### src/rtl/des_f_function.sv
`timescale 1ns/1ps
`default_nettype none
// ----------------------------------------------------------------------------
// des_f_function : two-stage valid/ready DES round f-function, P(S(E(R)^K))
// rev 1.0
// ----------------------------------------------------------------------------
module des_f_function (
  input  logic        clk,
  input  logic        n_rst,
  input  logic        in_valid,
  output logic        in_ready,
  input  logic [31:0] r_in,
  input  logic [47:0] subkey,
  output logic        out_valid,
  input  logic        out_ready,
  output logic [31:0] f_out,
  output logic        busy
);

  // One 256-bit table per S-box, entries in row-major reading order, entry 0 at the MSB.
  localparam logic [1:8][255:0] c_sbox = {
    256'hE4D12FB83A6C59070F74E2D1A6CB953841E8D62BFC973A50FC8249175B3EA06D,
    256'hF18E6B34972DC05A3D47F28EC01A69B50E7BA4D158C6932FD8A13F42B67C05E9,
    256'hA09E63F51DC7B428D709346A285ECBF1D6498F30B12C5AE71AD069874FE3B52C,
    256'h7DE3069A1285BC4FD8B56F03472C1AE9A690CB7DF13E52843F06A1D8945BC72E,
    256'h2C417AB6853FD0E9EB2C47D150FA3986421BAD78F9C5630EB8C71E2D6F09A453,
    256'hC1AF92680D34E75BAF427C9561DE0B389EF528C3704A1DB6432C95FABE17608D,
    256'h4B2EF08D3C975A61D0B7491AE35C2F8614BDC37EAF6805926BD814A7950FE23C,
    256'hD2846FB1A93E50C71FD8A374C56B0E927B419CE206ADF35821E74A8DFC90356B
  };

  // Row = outer bits, column = inner four; entry k sits at bits 255-4k, i.e. {~k, 2'b11}.
  function automatic logic [3:0] sbox_lookup(input logic [255:0] tbl, input logic [5:0] d);
    logic [5:0] idx;
    idx = {d[5], d[0], d[4:1]};
    return tbl[{~idx, 2'b11} -: 4];
  endfunction

  function automatic logic [31:0] p_perm(input logic [31:0] s);
    return {s[16], s[25], s[12], s[11], s[3],  s[20], s[4],  s[15],
            s[31], s[17], s[9],  s[6],  s[27], s[14], s[1],  s[22],
            s[30], s[24], s[8],  s[18], s[0],  s[5],  s[29], s[23],
            s[13], s[19], s[2],  s[26], s[10], s[21], s[28], s[7]};
  endfunction

  logic        a_valid_q, a_valid_d;
  logic        b_valid_q, b_valid_d;
  logic [47:0] x_a_q, x_a_d;
  logic [31:0] f_out_q, f_out_d;

  logic [47:0] w_e_r;
  logic [31:0] w_s_a;
  logic        w_b_adv;
  logic        w_in_ready;
  logic        w_in_xfer;

  // Each 6-bit E group is four R bits framed by their circular neighbours.
  for (genvar j = 0; j < 8; j++) begin : g_expand
    assign w_e_r[47-6*j -: 6] = {r_in[(32-4*j) % 32], r_in[31-4*j -: 4], r_in[(59-4*j) % 32]};
  end

  for (genvar i = 1; i <= 8; i++) begin : g_sbox
    assign w_s_a[35-4*i -: 4] = sbox_lookup(c_sbox[i], x_a_q[53-6*i -: 6]);
  end

  always_comb begin
    w_b_adv    = a_valid_q & (~b_valid_q | out_ready);
    w_in_ready = ~a_valid_q | w_b_adv;
    w_in_xfer  = in_valid & w_in_ready;

    a_valid_d = w_in_xfer | (a_valid_q & ~w_b_adv);
    b_valid_d = w_b_adv | (b_valid_q & ~out_ready);
    x_a_d     = x_a_q;
    f_out_d   = f_out_q;
    if (w_in_xfer) x_a_d   = w_e_r ^ subkey;
    if (w_b_adv)   f_out_d = p_perm(w_s_a);
  end

  always_ff @(posedge clk or negedge n_rst) begin
    if (!n_rst) begin
      a_valid_q <= 1'b0;
      b_valid_q <= 1'b0;
      x_a_q     <= '0;
      f_out_q   <= '0;
    end else begin
      a_valid_q <= a_valid_d;
      b_valid_q <= b_valid_d;
      x_a_q     <= x_a_d;
      f_out_q   <= f_out_d;
    end
  end

  assign in_ready  = w_in_ready;
  assign out_valid = b_valid_q;
  assign f_out     = f_out_q;
  assign busy      = a_valid_q | b_valid_q;

endmodule
`default_nettype wire

### config.mk
export PLATFORM = sky130hd
export DESIGN_NAME = des_f_function
export DESIGN_NICKNAME = d
export VERILOG_FILES = /design/src/rtl/des_f_function.sv
export SDC_FILE = /design/constraint.sdc
export NUM_CORES = 1
export LEC_CHECK = 0
export CAP_MARGIN = 10
export CORE_MARGIN = 1.5
export CORE_UTILIZATION = 57
export DETAILED_ROUTE_END_ITERATION = 12
export PLACE_DENSITY = 0.8
export SETUP_SLACK_MARGIN = 0.3
export SYNTH_ARGS = -nofsm -noshare
export SYNTH_HDL_FRONTEND = slang
export SYNTH_SLANG_ARGS = --single-unit
### constraint.sdc
create_clock -name clk -period 2.8 [get_ports clk]
set_input_delay 0.42 -clock clk [delete_from_list [all_inputs] [get_ports clk]]
set_output_delay 0.42 -clock clk [all_outputs]
set_load 0.01 [all_outputs]
Word level (Yosys, flattened, before mapping)
Cells that the tools add are included.

Flip-flop bits (word level): 82. Output and inout port bits: 35.

Shift operators: 8. Bitwise operators: 22.

Operators by type and width (number): 259-bit by 9-bit variable part select with 4-bit output (first input constant) (8); 6-bit inverter (8); 48-bit bitwise XOR (1); 1-bit bitwise OR (5); 1-bit bitwise AND (4); 1-bit inverter (4).

Depth between registers and ports, before layout
Depth in word-level cells: 6. Gate-level depth with buffers: 9. Mapped depth without buffers: 7.

Worst setup path before layout
Ideal clock, no wire load.

Path kind: register to register. Start point: register x_a_q[20]. End point: register f_out_q[24], in the netlist f_out[24]. Cell stages (with the launch flop): 9. Arrival time: 2194 ps. Path slack: 482 ps. Cells stage by stage: dfrtp_1 > clkbuf_1 > inv_1 > ha_1 > nand2_1 > o21ai_0 > mux4_2 > and3_1 > a211o_1.

Longest elaborated chain between the ends: 2.

RTL lines: from (decl) (line 48) `logic [47:0] x_a_q, x_a_d;`; from (signal assigned) (line 83) `x_a_q <= '0;`; from (signal assigned) (line 88) `x_a_q <= x_a_d;`; 6-bit inverter (line 36) `return tbl[{~idx, 2'b11} -: 4];`; 259-bit by 9-bit variable part select with 4-bit output (line 36); to (signal assigned) (line 89) `f_out_q <= f_out_d;`; to (decl) (line 49) `logic [31:0] f_out_q, f_out_d;`.

No other way between the ends. A chain may end at the register's enable or synchronous reset.

Worst setup path in the final report
Start point: register x_a_q[1]. End point: register f_out_q[5], in the netlist f_out[5].

The elaborated chain is that of the path after synthesis.

==> run metrics <==
CP startpoint x_a_q[1]$_DFFE_PN0P_; Skew-Pair Late Insertion Delay 0.35 ns; vias in the first global route around 7,000; Post-Route WL 20.4 mm; Syn Inst Count around 1,000; dpl ws just over 0.4 ns; Post-DRT Antenna Nets 0; arrival time at the worst endpoint between 2 and 3 ns; largest net degree at the start of global routing 52; die height 124 um; RSZ-0062 raised after global routing yes; H-Tree Depth 3; Setup crit start kind flop; CP Class flop to flop; Syn-to-layout area delta 18.1%; Tcrit/Tclk final 0.838; n_diodes 0; Post-Syn Nets around 1,200; Reg-to-Reg End f_out[5]$_DFFE_PN0P_; wire length per cell about 16 um; CP required between 3 and 4 ns; Mapped Area between 0.008 and 0.009 sq mm; via-per-instance ratio about 6; clock root buffer clkbuf_16; gr usage total 0.270; Yosys top cell area share 0.248; gpl congestion about 0.9; cells along the critical path inv_1 -> ha_1 -> nor3_1 -> a311oi_1 -> mux2_1 -> a31oi_1 -> a31oi_1; Cell Pwr Density roughly 660 mW/mm^2; Initial Util 0.590; reg2reg start x_a_q[1]$_DFFE_PN0P_; Post-synth EDFFs 0; Final HPWL DP 14.1 mm; commonest cells in the netlist a21oi_1 (95), nor2_1 (89), dfrtp_1 (82); Synth Area in Compound Gates 0.262; Largest stage delay, worst path 0.49 ns; Die ar. approximately 0.015 sq mm; clk buf depth 2; async set or reset register ratio after synthesis 1.00; number of remaining DRC errors 0; post-synthesis mux area share 0.0702; Final #Nets between 1,000 and 1,500; most frequent cell after synthesis a21oi_1; Synth area leader dfrtp_1; CTS Buf Count 9; fraction of layout cells with a size suffix above 1 0.0640; Slew headroom 0.418; largest family of logic cells by synthesized area compound AO/OA/AOI/OAI gates; Max FO, Critical Path 13; hold bufs inserted after CTS 0; CTS Sinks 82; row count 43; slowest CP cell dfrtp_2; DRT Pass-1 Iters 5; Main synth FF type dfrtp_1; outcome finished clean; setup TNS 0 ns; final setup violation count 0; Final Hold Vio Count 0; Setup WS post-layout 0.454 ns; 1st-iter DRT viols around 750; achievable frequency roughly 0.43 GHz; clock period minus worst slack between 2 and 2.5 ns; clk_skew ~0.006 ns; chip width 124 um; Max-Cap Viols 0; Adder-Cell Fraction of Synth Area 0.0951; core area 0.0140 sq mm; Ys Warns 0; max-slew violations 0; sequential fraction of the synthesis area 0.248; clock-pin slew on the worst setup and hold paths approximately 0.070 ns; library cells used by synthesis 73; Syn Area/Cell 8.02 sq um; Reg2Reg Setup Slack approximately 0.45 ns; top post-synthesis cells by area dfrtp_1 (25%), ha_1 (9.5%), a21oi_1 (5.7%), xnor2_1 (4.1%), o21ai_0 (4.0%); initial antenna violation count 0; CP most frequent cell a31oi_1; vias about 7,700; Ports 119; Synth Area in XOR/XNOR 0.0761; Worst Setup End Kind flop; Leakage 4.08 nW; gr ovfl total 0; Port Buffers around 120; first-pass GRT wire length about 33 mm; Worst-Margin Slew between 0.8 and 0.9 ns; Hold Path Class input port to asynchronous set/reset pin; CTS tree built; Post-Synth Simple-Gate Area 0.178; FF-to-FF path depth 7; worst setup path end f_out[5]$_DFFE_PN0P_; Synth Register Bits 82; Worst IR Drop VDD roughly 370 uV
[critical path, delay by kind of cell (launching register included)]
kind                       cells  cell delay (ns)
AOI/OAI and AO/OA              3             0.66
adders and majority gates      1             0.44
DFF                            1             0.49
buffers and inverters          1             0.17
muxes                          1             0.36
and+or+nand+nor                1             0.10
[per-stage QoR]
step	power, mW	util	area, sq um	instances	hold slack [ns]
after detailed placement	5.15	0.675	9470	1258	0.478
after floorplan	4.13	-	8290	1034	0.124
after global placement	5.08	0.675	9470	1258	0.462
after CTS	6.47	0.697	9780	1274	0.132
final	6.46	0.697	9790	1274	0.110
after global routing	6.93	0.697	9790	1274	0.169
[worst min path at each step]
stage / startpoint / endpoint / slack (ns) / cells after the start
final: n_rst / f_out[9]$_DFFE_PN0P_ / 0.11 / 1
after global routing: n_rst / f_out[9]$_DFFE_PN0P_ / 0.17 / 1
after CTS: n_rst / f_out[9]$_DFFE_PN0P_ / 0.13 / 1
after detailed placement: f_out[4]$_DFFE_PN0P_ / f_out[4]$_DFFE_PN0P_ / 0.48 / 2
after global placement: f_out[31]$_DFFE_PN0P_ / f_out[31]$_DFFE_PN0P_ / 0.46 / 2
after floorplan: n_rst / a_valid_q$_DFF_PN0_ / 0.12 / 0
[state kept, by name (all words and copies together), names as in the netlist]
name       cells
f_out         32
x_a_q         48
out_valid      1
a_valid_q      1
[per-layer routing]
layer  track usage  routed length, um
met1         0.356               9190
met3        0.0417                982
met4         0.114                436
met2         0.443               9740
met5             0                  0
[power by group]
part / switching [mW] / leakage [nW] / internal, mW
Combinational: 1.51 / 2.97 / 1.63
Sequential: 0.555 / 0.954 / 1.48
Clock: 0.506 / 0.153 / 0.781
Total: 2.57 / 4.08 / 3.89
[kinds of logic (layout without fill, tap and decap cells)]
logic type               count (synthesis)  count (layout)
AO/OA/AOI/OAI                          331             331
XOR/XNOR                                72              72
adder cells (fa/ha/maj)                 63              63
flip-flops                              82              82
multiplexers                            42              42
buffers and inverters                  137             197
AND/OR/NAND/NOR                        307             307
[cell type report]
class	instances	area (sq um)
Multi-Input combinational cell	815	5650
Tap cell	180	225
Inverter	39	146
Sequential cell	82	2050
Timing Repair Buffer	142	1400
Clock buffer	11	233
Fill cell	1181	4250
Clock inverter	5	78.8
[layout by cell type (no fill, tap or decap), drive strengths merged, types with 22 or more instances in the layout]
cell / synthesis / final
xor2: 33 / 33
dfrtp: 82 / 82
a211oi: 22 / 22
xnor2: 39 / 39
mux2i: 24 / 24
nor2: 91 / 91
a21oi: 95 / 95
buf: 54 / 25
nor3: 23 / 23
inv: 38 / 38
clkdlybuf4s50: 0 / 117
nand2: 81 / 81
nor2b: 28 / 28
ha: 63 / 63
o21ai: 75 / 75
[timing repair]
item | in CTS | in global routing
setup buffers | 0 | 0
setup endpoints to repair | 0 | 4
resized for setup | 0 | 3
No activity file was read; power rests on OpenSTA's default activity.
